### src/rtl/bfnp_ctrl_pkg.sv
// Shared types and encodings for the BFNP RV32I multicycle control path.
// Holds the FSM state enum, immediate-select codes, instruction classes,
// opcode constants, PC/writeback mux encodings and the decode record.
package bfnp_ctrl_pkg;

    typedef enum logic [2:0] {
        S_FETCH      = 3'd0,
        S_FETCH_WAIT = 3'd1,
        S_DECODE     = 3'd2,
        S_EXEC       = 3'd3,
        S_MEM_REQ    = 3'd4,
        S_MEM_WAIT   = 3'd5,
        S_WB         = 3'd6,
        S_TRAP       = 3'd7
    } ctrl_state_e;

    typedef enum logic [2:0] {
        IMM_NONE  = 3'd0,
        IMM_I     = 3'd1,
        IMM_SHAMT = 3'd2,
        IMM_S     = 3'd3,
        IMM_B     = 3'd4,
        IMM_U     = 3'd5,
        IMM_J     = 3'd6
    } imm_sel_e;

    // Sequencing class: decides the path taken after EXEC and the WB muxes.
    // LUI/AUIPC travel as CL_ALU.
    typedef enum logic [2:0] {
        CL_ALU    = 3'd0,
        CL_LOAD   = 3'd1,
        CL_STORE  = 3'd2,
        CL_BRANCH = 3'd3,
        CL_JAL    = 3'd4,
        CL_JALR   = 3'd5
    } instr_class_e;

    localparam logic [6:0] OPC_OP     = 7'b0110011;
    localparam logic [6:0] OPC_OP_IMM = 7'b0010011;
    localparam logic [6:0] OPC_LOAD   = 7'b0000011;
    localparam logic [6:0] OPC_STORE  = 7'b0100011;
    localparam logic [6:0] OPC_BRANCH = 7'b1100011;
    localparam logic [6:0] OPC_LUI    = 7'b0110111;
    localparam logic [6:0] OPC_AUIPC  = 7'b0010111;
    localparam logic [6:0] OPC_JAL    = 7'b1101111;
    localparam logic [6:0] OPC_JALR   = 7'b1100111;

    localparam logic [1:0] PC_SEL_PLUS4 = 2'd0;
    localparam logic [1:0] PC_SEL_IMM   = 2'd1;
    localparam logic [1:0] PC_SEL_ALU   = 2'd2;

    localparam logic [1:0] WB_SEL_ALU  = 2'd0;
    localparam logic [1:0] WB_SEL_LOAD = 2'd1;
    localparam logic [1:0] WB_SEL_PC4  = 2'd2;

    typedef struct packed {
        imm_sel_e     imm_sel;
        logic [3:0]   alu_op;
        logic         a_sel;
        logic         b_sel;
        instr_class_e cls;
        logic         legal;
    } decode_t;

endpackage

### src/rtl/ctrl_decode.sv
// Combinational instruction decoder for the multicycle controller.
// Ports:
//   instr_i  in  32  instruction register contents
//   dec_o    out     {imm_sel, alu_op, a_sel, b_sel, class, legal}
// Illegal opcodes return an all-zero record with legal=0.
module ctrl_decode
    import bfnp_ctrl_pkg::*;
(
    input  logic [31:0] instr_i,
    output decode_t     dec_o
);

    logic [6:0] opcode;
    logic [2:0] funct3;
    logic       f7b5;
    logic       unused_instr;

    assign opcode = instr_i[6:0];
    assign funct3 = instr_i[14:12];
    assign f7b5   = instr_i[30];
    // Register and immediate fields are consumed by the datapath, not here.
    assign unused_instr = ^{instr_i[31], instr_i[29:15], instr_i[11:7]};

    always_comb begin
        dec_o         = '0;
        dec_o.imm_sel = IMM_NONE;
        dec_o.cls     = CL_ALU;
        dec_o.legal   = 1'b1;
        case (opcode)
            OPC_OP: begin
                dec_o.alu_op = {f7b5, funct3};
            end
            OPC_OP_IMM: begin
                dec_o.b_sel = 1'b1;
                // Shifts keep funct7[5] to tell SRLI from SRAI; other
                // OP-IMM ops have immediate bits there, so it is dropped.
                if (funct3 == 3'b001 || funct3 == 3'b101) begin
                    dec_o.imm_sel = IMM_SHAMT;
                    dec_o.alu_op  = {f7b5, funct3};
                end else begin
                    dec_o.imm_sel = IMM_I;
                    dec_o.alu_op  = {1'b0, funct3};
                end
            end
            OPC_LOAD: begin
                dec_o.imm_sel = IMM_I;
                dec_o.b_sel   = 1'b1;
                dec_o.cls     = CL_LOAD;
            end
            OPC_STORE: begin
                dec_o.imm_sel = IMM_S;
                dec_o.b_sel   = 1'b1;
                dec_o.cls     = CL_STORE;
            end
            OPC_BRANCH: begin
                // ALU compares rs1/rs2; the target comes from the PC+imm path.
                dec_o.imm_sel = IMM_B;
                dec_o.cls     = CL_BRANCH;
            end
            OPC_LUI: begin
                dec_o.imm_sel = IMM_U;
                dec_o.b_sel   = 1'b1;
            end
            OPC_AUIPC: begin
                dec_o.imm_sel = IMM_U;
                dec_o.a_sel   = 1'b1;
                dec_o.b_sel   = 1'b1;
            end
            OPC_JAL: begin
                dec_o.imm_sel = IMM_J;
                dec_o.b_sel   = 1'b1;
                dec_o.cls     = CL_JAL;
            end
            OPC_JALR: begin
                dec_o.imm_sel = IMM_I;
                dec_o.b_sel   = 1'b1;
                dec_o.cls     = CL_JALR;
            end
            default: begin
                dec_o.legal = 1'b0;
            end
        endcase
    end

endmodule

### src/rtl/multicycle_ctrl.sv
// Multicycle control FSM for the BFNP RV32I core. Sequences fetch, decode,
// execute, memory and writeback over one shared datapath and a single
// req/gnt/rvalid memory port, and counts retired instructions.
// Ports:
//   clk, rst_n            clock, asynchronous active-low reset
//   instr                 instruction register contents
//   branch_taken          ALU compare result (valid in EXEC)
//   mem_gnt, mem_rvalid   memory handshake inputs
//   mem_req, mem_we, mem_addr_sel        memory request outputs
//   ir_we, pc_we, reg_we                 one-cycle datapath write pulses
//   pc_sel, wb_sel                       PC / writeback mux selects
//   alu_a_sel, alu_b_sel, alu_op, imm_sel decode results held to retirement
//   illegal                              sticky illegal-opcode flag
//   instret                              retired count, wraps
module multicycle_ctrl
    import bfnp_ctrl_pkg::*;
#(
    parameter int INSTRET_W = 32
) (
    input  logic                 clk,
    input  logic                 rst_n,
    input  logic [31:0]          instr,
    input  logic                 branch_taken,
    input  logic                 mem_gnt,
    input  logic                 mem_rvalid,
    output logic                 mem_req,
    output logic                 mem_we,
    output logic                 mem_addr_sel,
    output logic                 ir_we,
    output logic                 pc_we,
    output logic [1:0]           pc_sel,
    output logic                 reg_we,
    output logic [1:0]           wb_sel,
    output logic                 alu_a_sel,
    output logic                 alu_b_sel,
    output logic [3:0]           alu_op,
    output logic [2:0]           imm_sel,
    output logic                 illegal,
    output logic [INSTRET_W-1:0] instret
);

    ctrl_state_e            state_q, state_d;
    decode_t                dec;
    imm_sel_e               imm_sel_q;
    logic [3:0]             alu_op_q;
    logic                   a_sel_q, b_sel_q;
    instr_class_e           cls_q;
    logic                   illegal_q;
    logic [INSTRET_W-1:0]   instret_q;
    logic                   retire;

    ctrl_decode u_decode (
        .instr_i (instr),
        .dec_o   (dec)
    );

    always_comb begin
        state_d      = state_q;
        mem_req      = 1'b0;
        mem_we       = 1'b0;
        mem_addr_sel = 1'b0;
        ir_we        = 1'b0;
        pc_we        = 1'b0;
        pc_sel       = PC_SEL_PLUS4;
        reg_we       = 1'b0;
        wb_sel       = WB_SEL_ALU;
        retire       = 1'b0;
        case (state_q)
            S_FETCH: begin
                mem_req = 1'b1;
                if (mem_gnt) state_d = S_FETCH_WAIT;
            end
            S_FETCH_WAIT: begin
                if (mem_rvalid) begin
                    ir_we   = 1'b1;
                    state_d = S_DECODE;
                end
            end
            S_DECODE: begin
                state_d = dec.legal ? S_EXEC : S_TRAP;
            end
            S_EXEC: begin
                case (cls_q)
                    CL_BRANCH: begin
                        pc_we   = 1'b1;
                        pc_sel  = branch_taken ? PC_SEL_IMM : PC_SEL_PLUS4;
                        retire  = 1'b1;
                        state_d = S_FETCH;
                    end
                    CL_LOAD, CL_STORE: state_d = S_MEM_REQ;
                    default:           state_d = S_WB;
                endcase
            end
            S_MEM_REQ: begin
                mem_req      = 1'b1;
                mem_addr_sel = 1'b1;
                mem_we       = (cls_q == CL_STORE);
                if (mem_gnt) state_d = S_MEM_WAIT;
            end
            S_MEM_WAIT: begin
                if (mem_rvalid) begin
                    if (cls_q == CL_STORE) begin
                        pc_we   = 1'b1;
                        retire  = 1'b1;
                        state_d = S_FETCH;
                    end else begin
                        state_d = S_WB;
                    end
                end
            end
            S_WB: begin
                reg_we  = 1'b1;
                pc_we   = 1'b1;
                retire  = 1'b1;
                state_d = S_FETCH;
                case (cls_q)
                    CL_LOAD: wb_sel = WB_SEL_LOAD;
                    CL_JAL: begin
                        wb_sel = WB_SEL_PC4;
                        pc_sel = PC_SEL_IMM;
                    end
                    CL_JALR: begin
                        wb_sel = WB_SEL_PC4;
                        pc_sel = PC_SEL_ALU;
                    end
                    default: ;
                endcase
            end
            default: ; // S_TRAP: parked until reset
        endcase
        // The reset state is FETCH, which would otherwise request; force the
        // port quiet while reset is held so a cut transaction drops at once.
        if (!rst_n) begin
            mem_req = 1'b0;
            mem_we  = 1'b0;
            ir_we   = 1'b0;
            pc_we   = 1'b0;
            reg_we  = 1'b0;
            retire  = 1'b0;
        end
    end

    always_ff @(posedge clk or negedge rst_n) begin
        if (!rst_n) begin
            state_q   <= S_FETCH;
            imm_sel_q <= IMM_NONE;
            alu_op_q  <= '0;
            a_sel_q   <= 1'b0;
            b_sel_q   <= 1'b0;
            cls_q     <= CL_ALU;
            illegal_q <= 1'b0;
            instret_q <= '0;
        end else begin
            state_q <= state_d;
            if (state_q == S_DECODE) begin
                imm_sel_q <= dec.imm_sel;
                alu_op_q  <= dec.alu_op;
                a_sel_q   <= dec.a_sel;
                b_sel_q   <= dec.b_sel;
                cls_q     <= dec.cls;
            end
            if (state_d == S_TRAP) illegal_q <= 1'b1;
            if (retire) instret_q <= instret_q + INSTRET_W'(1);
        end
    end

    assign imm_sel   = imm_sel_q;
    assign alu_op    = alu_op_q;
    assign alu_a_sel = a_sel_q;
    assign alu_b_sel = b_sel_q;
    assign illegal   = illegal_q;
    assign instret   = instret_q;

endmodule
### config.mk
export PLATFORM = sky130hd
export DESIGN_NAME = multicycle_ctrl
export DESIGN_NICKNAME = d
export VERILOG_FILES = /design/src/rtl/bfnp_ctrl_pkg.sv /design/src/rtl/ctrl_decode.sv /design/src/rtl/multicycle_ctrl.sv
export SDC_FILE = /design/constraint.sdc
export NUM_CORES = 1
export LEC_CHECK = 0
export ABC_AREA = 1
export BUFFER_PORTS_ARGS = -buffer_cell sky130_fd_sc_hd__clkbuf_2
export CAP_MARGIN = 20
export CORE_MARGIN = 5
export CORE_UTILIZATION = 56
export DETAILED_ROUTE_END_ITERATION = 7
export PLACE_DENSITY = 0.92
export SLEW_MARGIN = 20
export SYNTH_ARGS = -nofsm -noshare
export SYNTH_HDL_FRONTEND = slang
export SYNTH_SLANG_ARGS = --single-unit
### constraint.sdc
create_clock -name clk -period 4.1 [get_ports clk]
set_input_delay 1.025 -clock clk [delete_from_list [all_inputs] [get_ports clk]]
set_output_delay 1.025 -clock clk [all_outputs]
set_load 0.02 [all_outputs]
==> results.ini <==
[synthesis]
synth_area_leaders = dfrtp_1 (40%), nand2_1 (24%), nor2_1 (8.5%)
avgSynthCellArea_um2 = 6.707
netlist_instances = 449
async_reset_ff_frac = 1.000
synth_nets = 487
synth_edf_count = 0
seq_area_frac_synth = 0.3988
synth_top_area_frac = 0.3988
synth_seq_cells = 48
synth.cell_area_um2 = 3012
synth_top_cell_by_area = dfrtp_1
ys_warn_count = 0
ys_types = 28
synth_flop_cell = dfrtp_1
synth_commonest_cells = nand2_1 (189), nor2_1 (68), dfrtp_1 (48), inv_1 (38), nand3_1 (19)
synth.most_common_cell = nand2_1

[drt]
drt_iter0_markers = 243
drc = 0
ant_nets = 0
via_count = 3161
avgViaCountPerCell = 5.367
wl_um = 7671
drt_pass1_iterations = 5
wl_per_cell_um = 13.02

[flow_run]
max_cap_viol_count = 0

[status]
status = completed

[sta]
worst_pin_slew_ns = 0.5448
slew_headroom = 0.6358
finalSetupViolCount = 0
maxSlewViolCount = 0
fin_worst_skew_ns = 0.002134
fin_setup_tns_ns = 0
max_freq_ghz = 0.3066
post-route-min-period_ns = 3.261
hold_viol_final = 0
rsz0062_at_grt = false
finalCritPeriodShare = 0.7954

[global_routing]
grt_pass1_vias = 3041
grt_pass1_wl_um = 13300
grt_antenna_before_repair = 0
grt_usage = 0.2303
grt_max_degree = 36
grt_overflow_total = 0

[hold_path]
hold_path.class = flip-flop to flip-flop

[final_layout]
multi_input_area_um2 = 1607
syn_to_final_growth_pct = 15.87
diodes = 0
layout-drive-gt1-share = 0.1657
regArea_um2 = 1201
instances_no_fill = 589
fin_nets = 556
final.fill_count = 437

[placement]
io_buffers = 67
place_inst = 581
dp_hpwl_um = 5893
gp_congestion = 0.9582

[clocking]
clk_pin_slew_ns = 0.09
postCtsHoldBufs = 0
ctsResizeCount = 0
worstSkewPairLatency_ns = 0.31
cts_num_sinks = 48
post-cts-setup-buffer-count = 0
cts-buffers-inserted = 5
cts.path.max_buffers = 2
clock-root-buffer = clkbuf_8
htree_levels = 2
tritoncts = built

[die]
core-area_um2 = 5172
placementRows = 26
start_util = 0.5822
io_pins = 89
die_x_um = 83.34
die-area_um2 = 6945
fp.dieH_um = 83.34

[power_and_ir_drop]
power_density_nw_per_um2 = 232.9
p_leak_nw = 1.806
peakVddDrop_mv = 0.1443

[critical_path]
cp.required_ns = 3.07
worst_setup_path_start_kind = input port
worst-setup-path-type = input port to output port
crit_fanout = 35
critPathCaptureType = output port
arrival_ns = 2.24

## flip-flops by register name, indices dropped and copies added, names as in the netlist
name       flops
alu_b_sel      1
alu_op         4
instret       32
cls_q          3
imm_sel        3
state_q        3
alu_a_sel      1
illegal        1
## layout by cell type (no fill, tap or decap), types with 4 or more instances in the layout
cell type,count
nand2_1,189
nor2_1,68
clkbuf_2,67
dfrtp_1,48
inv_1,38
nand3_1,19
o21ai_0,14
xor2_1,11
nand3b_1,10
nor3_1,8
xnor2_1,7
o21ai_1,6
clkbuf_8,6
nand4_1,4
## cell families (layout without fill, tap and decap cells)
logic type	Yosys count	after routing	share of synthesized area
fa+ha+maj	1	1	0.004154
compound gates	29	29	0.05401
flops	48	48	0.3988
simple gates	307	307	0.4229
xor+xnor	18	18	0.05235
buf+inv	46	116	0.06772
## worst paths after layout
check                              end  cells after the start  startpoint  slack, ns
hold / removal                 illegal                      2     illegal       0.47
min in group asynchronous   instret[2]                      2       rst_n       0.74
max in group asynchronous  instret[13]                      2       rst_n       3.03
setup reg to reg           instret[20]                     10    cls_q[2]       2.29
setup / recovery                 pc_we                      8  mem_rvalid       0.84
hold reg to reg                illegal                      2     illegal       0.47
## power by group
group	total, mW	internal, mW	switching [mW]
Combinational	0.0399	0.0129	0.0269
Sequential	0.479	0.475	0.00351
Clock	0.294	0.135	0.160
## metal layers
metal  up-vias  track usage  wire [µm]
li1       1546            -          -
met1      1476       0.2721       3127
met2       124       0.3987       3817
met3        15      0.04851        525
met4         0       0.1055        201
met5         -            0          0
## critical path, cell delays in order
cell and delay [ns]:
clkbuf_2 0.10, inv_1 0.06, nor2_1 0.10, nand2_1 0.07, nand3_2 0.09, nand2_4 0.25
inv_6 0.30, clkbuf_2 0.22
## layout make-up
type,instances,area share
multi-input combinational,355,0.4604
sequential,48,0.3442
timing repair buffer,69,0.1004
inverter,39,0.04338
tap,70,0.02510
clock buffer,6,0.02366
clock inverter,2,0.002868
## through the flow
step / worst slack, ns / hold slack (ns) / area (µm²) / utilization / power, mW
after floorplan: 1.476 / 0.5738 / 3012 / - / 0.5028
after global placement: 0.9014 / 0.4468 / 3397 / 0.6567 / 0.5268
after detailed placement: 0.8636 / 0.4570 / 3397 / 0.6567 / 0.5286
after CTS: 0.8555 / 0.4797 / 3490 / 0.6746 / 0.8214
after global routing: 0.7569 / 0.5122 / 3490 / 0.6746 / 0.8523
final: 0.8389 / 0.4725 / 3490 / 0.6746 / 0.8128
Note: power is estimated with default switching activity, not from simulation.
